===== config.mk =====
export PLATFORM = sky130hd
export DESIGN_NAME = fir1d_mac_seq
export DESIGN_NICKNAME = d
export VERILOG_FILES = /design/src/rtl/fir1d_mac_seq.sv
export SDC_FILE = /design/constraint.sdc
export NUM_CORES = 1
export LEC_CHECK = 0
export CORE_MARGIN = 2
export CORE_UTILIZATION = 45
export CTS_CLUSTER_DIAMETER = 60
export DETAILED_ROUTE_END_ITERATION = 12
export GPL_ROUTABILITY_DRIVEN = 0
export PLACE_DENSITY = 0.71
export SLEW_MARGIN = 15
export SYNTH_ARGS = -nofsm -noshare
export SYNTH_HDL_FRONTEND = slang
export SYNTH_SLANG_ARGS = --single-unit

===== constraint.sdc =====
create_clock -name clk -period 9.59 [get_ports clk]
set_input_delay 2.3975 -clock clk [delete_from_list [all_inputs] [get_ports clk]]
set_output_delay 2.3975 -clock clk [all_outputs]
set_load 0.02 [all_outputs]

===== src/rtl/fir1d_mac_seq.sv =====
// ---------------------------------------------------------------------------
// fir1d_mac_seq
//
// Sequential 1-D FIR tap: captures a packed window of BufferSize signed
// samples and a packed vector of signed coefficients, then accumulates
// sum(tap[i] * coeff[i]) through one shared multiplier, one tap per cycle.
// The full-precision sum and a FracBits-rescaled sample are presented with a
// one-cycle d_valid strobe.
//
// Optional build macro: FIR1D_ROUND_SAT_EN
//   undefined : d_out = (acc >>> FracBits) truncated to DataBitWidth (wraps)
//   defined   : d_out = round-half-up(acc / 2^FracBits), saturated to the
//               sample range; adds the sticky sat_flag output.
//
// Ports:
//   clk      in   rising-edge clock
//   rst      in   synchronous active-high reset
//   start    in   request, sampled only while idle
//   window   in   BufferSize packed signed taps, tap 0 (oldest) in the LSBs
//   coeff    in   BufferSize packed signed coefficients, same packing
//   busy     out  high while a request is being processed (MAC and DONE)
//   d_valid  out  one-cycle strobe, d_out/acc_out carry a new result
//   d_out    out  scaled result, held until the next result
//   acc_out  out  full-precision sum, held until the next result
//   sat_flag out  (FIR1D_ROUND_SAT_EN only) last result was clamped
// ---------------------------------------------------------------------------
module fir1d_mac_seq #(
    parameter int DataBitWidth  = 12,
    parameter int BufferSize    = 5,
    parameter int CoeffBitWidth = 8,
    parameter int FracBits      = 6,
    localparam int AccWidth     = DataBitWidth + CoeffBitWidth + $clog2(BufferSize)
) (
    input  logic                                  clk,
    input  logic                                  rst,
    input  logic                                  start,
    input  logic [BufferSize*DataBitWidth-1:0]    window,
    input  logic [BufferSize*CoeffBitWidth-1:0]   coeff,
    output logic                                  busy,
    output logic                                  d_valid,
    output logic [DataBitWidth-1:0]               d_out,
    output logic [AccWidth-1:0]                   acc_out
`ifdef FIR1D_ROUND_SAT_EN
    ,
    output logic                                  sat_flag
`endif
);

    localparam int CntWidth  = $clog2(BufferSize);
    localparam int ProdWidth = DataBitWidth + CoeffBitWidth;

    localparam logic [1:0] ST_IDLE = 2'd0;
    localparam logic [1:0] ST_MAC  = 2'd1;
    localparam logic [1:0] ST_DONE = 2'd2;

    localparam logic [CntWidth-1:0] LAST_TAP = CntWidth'(BufferSize - 1);

`ifdef FIR1D_ROUND_SAT_EN
    // One extra bit so adding the rounding half can never overflow.
    localparam logic signed [AccWidth:0] HALF    = (AccWidth+1)'(1) << (FracBits - 1);
    localparam logic signed [AccWidth:0] SAT_MAX = (AccWidth+1)'((2 ** (DataBitWidth - 1)) - 1);
    localparam logic signed [AccWidth:0] SAT_MIN = ~SAT_MAX;
`endif

    logic [1:0]                                state_q, state_d;
    logic [CntWidth-1:0]                       cnt_q, cnt_d;
    logic signed [AccWidth-1:0]                acc_q, acc_d;
    logic [BufferSize*DataBitWidth-1:0]        win_q, win_d;
    logic [BufferSize*CoeffBitWidth-1:0]       coef_q, coef_d;
    logic                                      d_valid_q, d_valid_d;
    logic [DataBitWidth-1:0]                   d_out_q, d_out_d;
    logic [AccWidth-1:0]                       acc_out_q, acc_out_d;

    logic signed [DataBitWidth-1:0]            tap_s;
    logic signed [CoeffBitWidth-1:0]           cf_s;
    logic signed [ProdWidth-1:0]               prod_s;

`ifdef FIR1D_ROUND_SAT_EN
    logic                                      sat_q, sat_d;
    logic signed [AccWidth:0]                  rnd_s;
    logic signed [AccWidth:0]                  rsh_s;
`endif

    // Shared multiplier operand select and product of the current tap.
    always_comb begin
        tap_s  = win_q[int'(cnt_q)*DataBitWidth +: DataBitWidth];
        cf_s   = coef_q[int'(cnt_q)*CoeffBitWidth +: CoeffBitWidth];
        prod_s = $signed({{CoeffBitWidth{tap_s[DataBitWidth-1]}}, tap_s})
               * $signed({{DataBitWidth{cf_s[CoeffBitWidth-1]}}, cf_s});
    end

`ifdef FIR1D_ROUND_SAT_EN
    // Round half up before the arithmetic shift.
    always_comb begin
        rnd_s = $signed({acc_q[AccWidth-1], acc_q}) + HALF;
        rsh_s = rnd_s >>> FracBits;
    end
`endif

    // FSM next-state, accumulator and output-register next values.
    always_comb begin
        state_d   = state_q;
        cnt_d     = cnt_q;
        acc_d     = acc_q;
        win_d     = win_q;
        coef_d    = coef_q;
        d_valid_d = 1'b0;
        d_out_d   = d_out_q;
        acc_out_d = acc_out_q;
`ifdef FIR1D_ROUND_SAT_EN
        sat_d     = sat_q;
`endif
        case (state_q)
            ST_IDLE: begin
                if (start) begin
                    win_d   = window;
                    coef_d  = coeff;
                    acc_d   = '0;
                    cnt_d   = '0;
                    state_d = ST_MAC;
                end else begin
                    state_d = ST_IDLE;
                end
            end
            ST_MAC: begin
                acc_d = acc_q + {{(AccWidth-ProdWidth){prod_s[ProdWidth-1]}}, prod_s};
                if (cnt_q == LAST_TAP) begin
                    cnt_d   = '0;
                    state_d = ST_DONE;
                end else begin
                    cnt_d   = cnt_q + CntWidth'(1);
                end
            end
            ST_DONE: begin
                acc_out_d = acc_q;
                d_valid_d = 1'b1;
                state_d   = ST_IDLE;
`ifdef FIR1D_ROUND_SAT_EN
                if (rsh_s > SAT_MAX) begin
                    d_out_d = SAT_MAX[DataBitWidth-1:0];
                    sat_d   = 1'b1;
                end else if (rsh_s < SAT_MIN) begin
                    d_out_d = SAT_MIN[DataBitWidth-1:0];
                    sat_d   = 1'b1;
                end else begin
                    d_out_d = rsh_s[DataBitWidth-1:0];
                    sat_d   = 1'b0;
                end
`else
                // acc >>> FracBits keeping the low DataBitWidth bits is just
                // this bit slice of the accumulator.
                d_out_d = acc_q[FracBits +: DataBitWidth];
`endif
            end
            default: begin
                state_d = ST_IDLE;
            end
        endcase
    end

    // State and output registers with synchronous reset.
    always_ff @(posedge clk) begin
        if (rst) begin
            state_q   <= ST_IDLE;
            cnt_q     <= '0;
            acc_q     <= '0;
            win_q     <= '0;
            coef_q    <= '0;
            d_valid_q <= 1'b0;
            d_out_q   <= '0;
            acc_out_q <= '0;
`ifdef FIR1D_ROUND_SAT_EN
            sat_q     <= 1'b0;
`endif
        end else begin
            state_q   <= state_d;
            cnt_q     <= cnt_d;
            acc_q     <= acc_d;
            win_q     <= win_d;
            coef_q    <= coef_d;
            d_valid_q <= d_valid_d;
            d_out_q   <= d_out_d;
            acc_out_q <= acc_out_d;
`ifdef FIR1D_ROUND_SAT_EN
            sat_q     <= sat_d;
`endif
        end
    end

    assign busy    = (state_q != ST_IDLE);
    assign d_valid = d_valid_q;
    assign d_out   = d_out_q;
    assign acc_out = acc_out_q;
`ifdef FIR1D_ROUND_SAT_EN
    assign sat_flag = sat_q;
`endif

endmodule


# After elaboration in Yosys (flattened, before gate mapping)
# Index checks and enable logic that the tools add are counted.
op_classes:
  add_sub_neg: 2
  mul: 2
  eq_ne: 5
  n_shift: 2
  mux: 9
  n_reduce_logical: 5
ops:
  columns: ["operator", "n"]
  rows:
  - ["variable part select 60 x 8 -> 12 bit", 1]
  - ["case mux 23 bit (2 select lines)", 1]
  - ["variable part select 40 x 7 -> 8 bit", 1]
  - ["adder 23 bit", 1]
  - ["two-way mux 23 bit", 1]
  - ["multiplier 12 x 8 -> 20 bit", 1]
  - ["two-way mux 3 bit", 2]
  - ["case mux 3 bit (2 select lines)", 1]
  - ["multiplier 3 x 2 -> 5 bit (second input constant)", 1]
  - ["inequality test 2 bit (second input constant)", 2]
  - ["case mux 2 bit (2 select lines)", 1]
  - ["AND reduction 2 bit", 2]
  - ["nonzero test 2 bit", 2]
  - ["adder 3 x 1 -> 3 bit (second input constant)", 1]
  - ["== test 3 bit (second input constant)", 1]
  - ["== test 2 x 1 -> 1 bit (second input constant)", 1]
  - ["== test 2 bit (second input constant)", 1]
  - ["logical NOT 2 bit", 1]
  - ["two-way mux 1 bit", 2]
  - ["two-way mux 2 bit", 1]
word_totals:
  regBits: 164
  inputBits: 103
  elab_cells: 33

# Longest topological paths before layout
logic_depth:
  depth_word: 5
  depth_mapped: 32

# Worst setup path after synthesis
# OpenSTA, ideal clock, no wires.
synth_path:
  path_kind: "register to register"
  start: "register cnt_q[0]"
  end: "register acc_q[22]"
  setup_ps: 144
  t_arrival_ps: 7041
  path_slack_ps: 2405
  path_stages_with_launch: 29
  path_buffers: 2
  period_less_slack_ps: 7185
  path_cell_list: "dfxtp_1 -> buf_2 -> buf_2 -> mux4_2 -> a22oi_1 -> nand2b_1 -> fa_1 -> fa_1 -> inv_1 -> fa_1 -> inv_1 -> fa_1 -> inv_1 -> ha_1 -> a21oi_1 -> nor2b_1 -> o21ai_0 -> a21oi_1 -> a311oi_1 -> xnor2_1 -> ha_1 -> nand4_1 -> a2111oi_0 -> o21ai_1 -> a31oi_1 -> a31oi_1 -> o21ai_0 -> o21bai_1 -> o311ai_0"
synth_via:
  elab_chain_len: 5
  word_cells_on_any_way: 6
synth_lines:
  columns: ["item", "line", "rtl"]
  rows:
  - ["start, declared", "66", "logic [CntWidth-1:0] cnt_q, cnt_d;"]
  - ["start signal, assigned", "177", "cnt_q <= cnt_d;"]
  - ["multiplier 3 x 2 -> 5 bit", "86", "tap_s = win_q[int'(cnt_q)*DataBitWidth +: DataBitWidth];"]
  - ["variable part select 60 x 8 -> 12 bit", "86", null]
  - ["multiplier 12 x 8 -> 20 bit (*)", "89", "* $signed({{DataBitWidth{cf_s[CoeffBitWidth-1]}}, cf_s});"]
  - ["adder 23 bit (*)", "126", "acc_d = acc_q + {{(AccWidth-ProdWidth){prod_s[ProdWidth-1]}}, prod_s};"]
  - ["case mux 23 bit (2 select lines) (*)", "113", "case (state_q)"]
  - ["end signal, assigned", "166", "acc_q <= '0;"]
  - ["end signal, assigned", "178", "acc_q <= acc_d;"]
  - ["end, declared", "67", "logic signed [AccWidth-1:0] acc_q, acc_d;"]
# Every way passes the cells marked *; elsewhere a longest branch is shown, timed or not.
# A chain may end at the register's enable or synchronous reset.

# Final worst setup path
layout_path:
  start: "register cnt_q[2]"
  end: "register acc_q[22]"
# The elaborated chain is that of the path after synthesis.

==> out/qor.yml <==
cts:
  cts_tree: "yes"
  hold_buffers: 0
  clk_pin_slew_ps: 70
  postCtsSetupRepairBufs: 0
  cts.sink_count: 152
  cts-resized-gates: 0
  cts_buffers: 17
  root_buffer: "clkbuf_16"
  cts-htree-levels: 4
  clk_latency_ps: 440
  cts_buffer_depth: 2
min_path:
  worstHoldStart: "coef_q[5]"
  hold_class: "reg -> reg"
  holdPathStages: 2
  min_to: "coef_q[5]"
synthesis:
  ys_warn_count: 0
  ys_ff_latch: 152
  synth-async-reset-ratio: 0
  synth-edff-count: 0
  netlist_instances: 1288
  ys_types: 57
  syn_area_mm2: 0.0105
  syn_area_per_cell_um2: 8.19
  syn-num-nets: 1532
  synth_flop_cell: "dfxtp_1"
  yosysTopAreaCellShare: 0.289
  synth.area.top_cells: "dfxtp_1 29%, fa_1 15%, nand2_1 9.8%, a21oi_1 7.6%, ha_1 7.2%"
  ys_seq_area_frac: 0.289
  synth_top_cell_by_area: "dfxtp_1"
pwr:
  max-vdd-ir-drop_uv: 99.8
  powerDensity_mw_per_mm2: 146
  total_leakage_power_uw: 0.00527
place:
  place_area_mm2: 0.0120
  portBuffers: 139
  hpwl_um: 19500
grt:
  grt_max_degree: 112
  grt_use_total: 0.219
  grt_pass1_wl_um: 43200
  grt_pass1_vias: 8830
  overflow: 0
  antenna_found_initial: 0
setup_path:
  cp-startpoint: "cnt_q[2]"
  slowest_stage: "nor3_2"
  slowest_delay_ps: 980
  critPathTopFamily: "compound AO/OA/AOI/OAI gates"
  path_max_fanout: 21
  r2r_start: "cnt_q[2]"
  r2r_slack_ps: 990
  critPathKind: "reg -> reg"
  critPathArrivalTime_ps: 8860
  path_buf_inv: 4
  endpoint_kind: "register"
  ff2ff_path_depth: 27
  start_kind: "register"
  worstPathRequired_ps: 9850
  r2r-end: "acc_q[22]"
die:
  rows: 56
  initial_core_util: 0.453
  die_w_um: 157
  dieArea_mm2: 0.0247
  die_y_um: 157
  core-area_mm2: 0.0233
  io_pins: 140
layout:
  syn2layout_area_growth_pct: 19.9
  layout_common_cells: "274 x nand2_1, 161 x a21oi_1, 151 x dfxtp_1, 138 x clkdlybuf4s50_1, 121 x inv_1"
  final_util: 0.544
  design_area_mm2: 0.0126
  n_antenna_cell: 0
  layout_commonest_cell: "nand2_1"
  final_nets: 1615
  drive_gt1_frac: 0.0621
drt:
  drt-pass1-iter-count: 8
  routed_wirelength_um: 26300
  first_iter_violations: 563
  vias_per_cell: 5.26
  ant_nets: 0
  num_vias: 8957
  route.detailed.drc: 0
  wire_per_inst_um: 15.4
timing:
  period_share: 0.897
  finalMaxSlewViolations: 0
  fin_skew_ps: 21.4
  setup_violations: 0
  fmax_mhz: 116
  worstMarginPinSlew_ps: 1150
  setup_tns_ps: 0
  relSlewSlack: 0.231
  rsz0062_at_grt: "false"
  finalCriticalPeriod_ps: 8600
  hold_viol_final: 0
status:
  status: "finished, final reports clean"
job:
  max_cap_viol_count: 0
## cells in the mapped netlist (all sizes together) (2+ instances only)
master	n
a311oi	2
a2111o	2
ha	61
nand3	22
o311ai	2
a211oi	6
xnor2	23
nor2b	14
fa	80
a31oi	8
nor4	4
o211a	3
buf	21
nor4b	2
nand2b	9
nor2	95
o21bai	3
clkbuf	62
nor3	11
and3	3
a21o	14
or2	15
xor2	9
a2111oi	3
or3	8
o211ai	3
dfxtp	152
a22oi	19
and2	4
o21ai	27
mux2i	2
a21oi	161
nand2	275
mux4	19
inv	121
o31ai	4
nor3b	2
o21a	7
o31a	2
nand4	2
## metrics by stage
stage | cells | power (uW) | setup WS (ps) | hold WS [ps]
3_3_place_gp | 1671 | 1160 | 1400 | 440
2_1_floorplan | 1288 | 1030 | 2400 | 433
3_5_place_dp | 1671 | 1170 | 1110 | 446
5_1_grt | 1703 | 1940 | 242 | 468
6_report | 1703 | 1840 | 992 | 454
4_1_cts | 1703 | 1850 | 1080 | 456
## final cells by class
type	instances	area [um^2]
clock inverter	15	173
multi-input combinational	932	6700
sequential	152	3040
tap	319	399
fill	2206	10600
timing repair buffer	147	1450
clock buffer	17	425
inverter	121	454
## worst max path at each step
| stage | cells past startpoint | slack, ps | end |
|---|---|---|---|
| 5_1_grt | 28 | 240 | acc_q[22] |
| 4_1_cts | 28 | 1080 | acc_q[22] |
| 6_report | 27 | 990 | acc_q[22] |
| 3_5_place_dp | 28 | 1110 | acc_q[22] |
| 2_1_floorplan | 28 | 2400 | acc_q[22] |
| 3_3_place_gp | 28 | 1400 | acc_q[22] |
## worst reg2reg max path: cells and delay by family, from the launching register on
kind | cells | cell delay, ps
AO/OA/AOI/OAI | 12 | 3010
adder cells (fa/ha/maj) | 6 | 2790
AND/OR/NAND/NOR | 4 | 1710
buffers and inverters | 4 | 450
flip-flops | 1 | 380
XOR/XNOR | 1 | 100
## state kept, by name (all words and copies together), names as in the netlist
name,flops
acc_out,12
d_out,11
win_q,60
acc_q,23
state_q,2
coef_q,40
d_valid,1
cnt_q,3
## per-layer routing
layer  share of wire  GRT usage  vias up
met4           0.019     0.0632        0
met2            0.48      0.375      288
met5               0          0        -
met1            0.45      0.285     4244
met3           0.054     0.0361       35
li1                -          -     4390
## kinds of logic after synthesis
logic type | share of synthesized area
XOR/XNOR | 0.0266
flip-flops | 0.289
multiplexers | 0.0435
buffers and inverters | 0.0774
AO/OA/AOI/OAI | 0.152
adder cells (fa/ha/maj) | 0.224
AND/OR/NAND/NOR | 0.188
## power breakdown
part,switching (uW),internal [uW],leakage (uW),total [uW]
combinational,266,199,0.00373,465
clock,329,353,0.000293,682
sequential,28.0,667,0.00124,695
(Power assumes the default switching activity.)
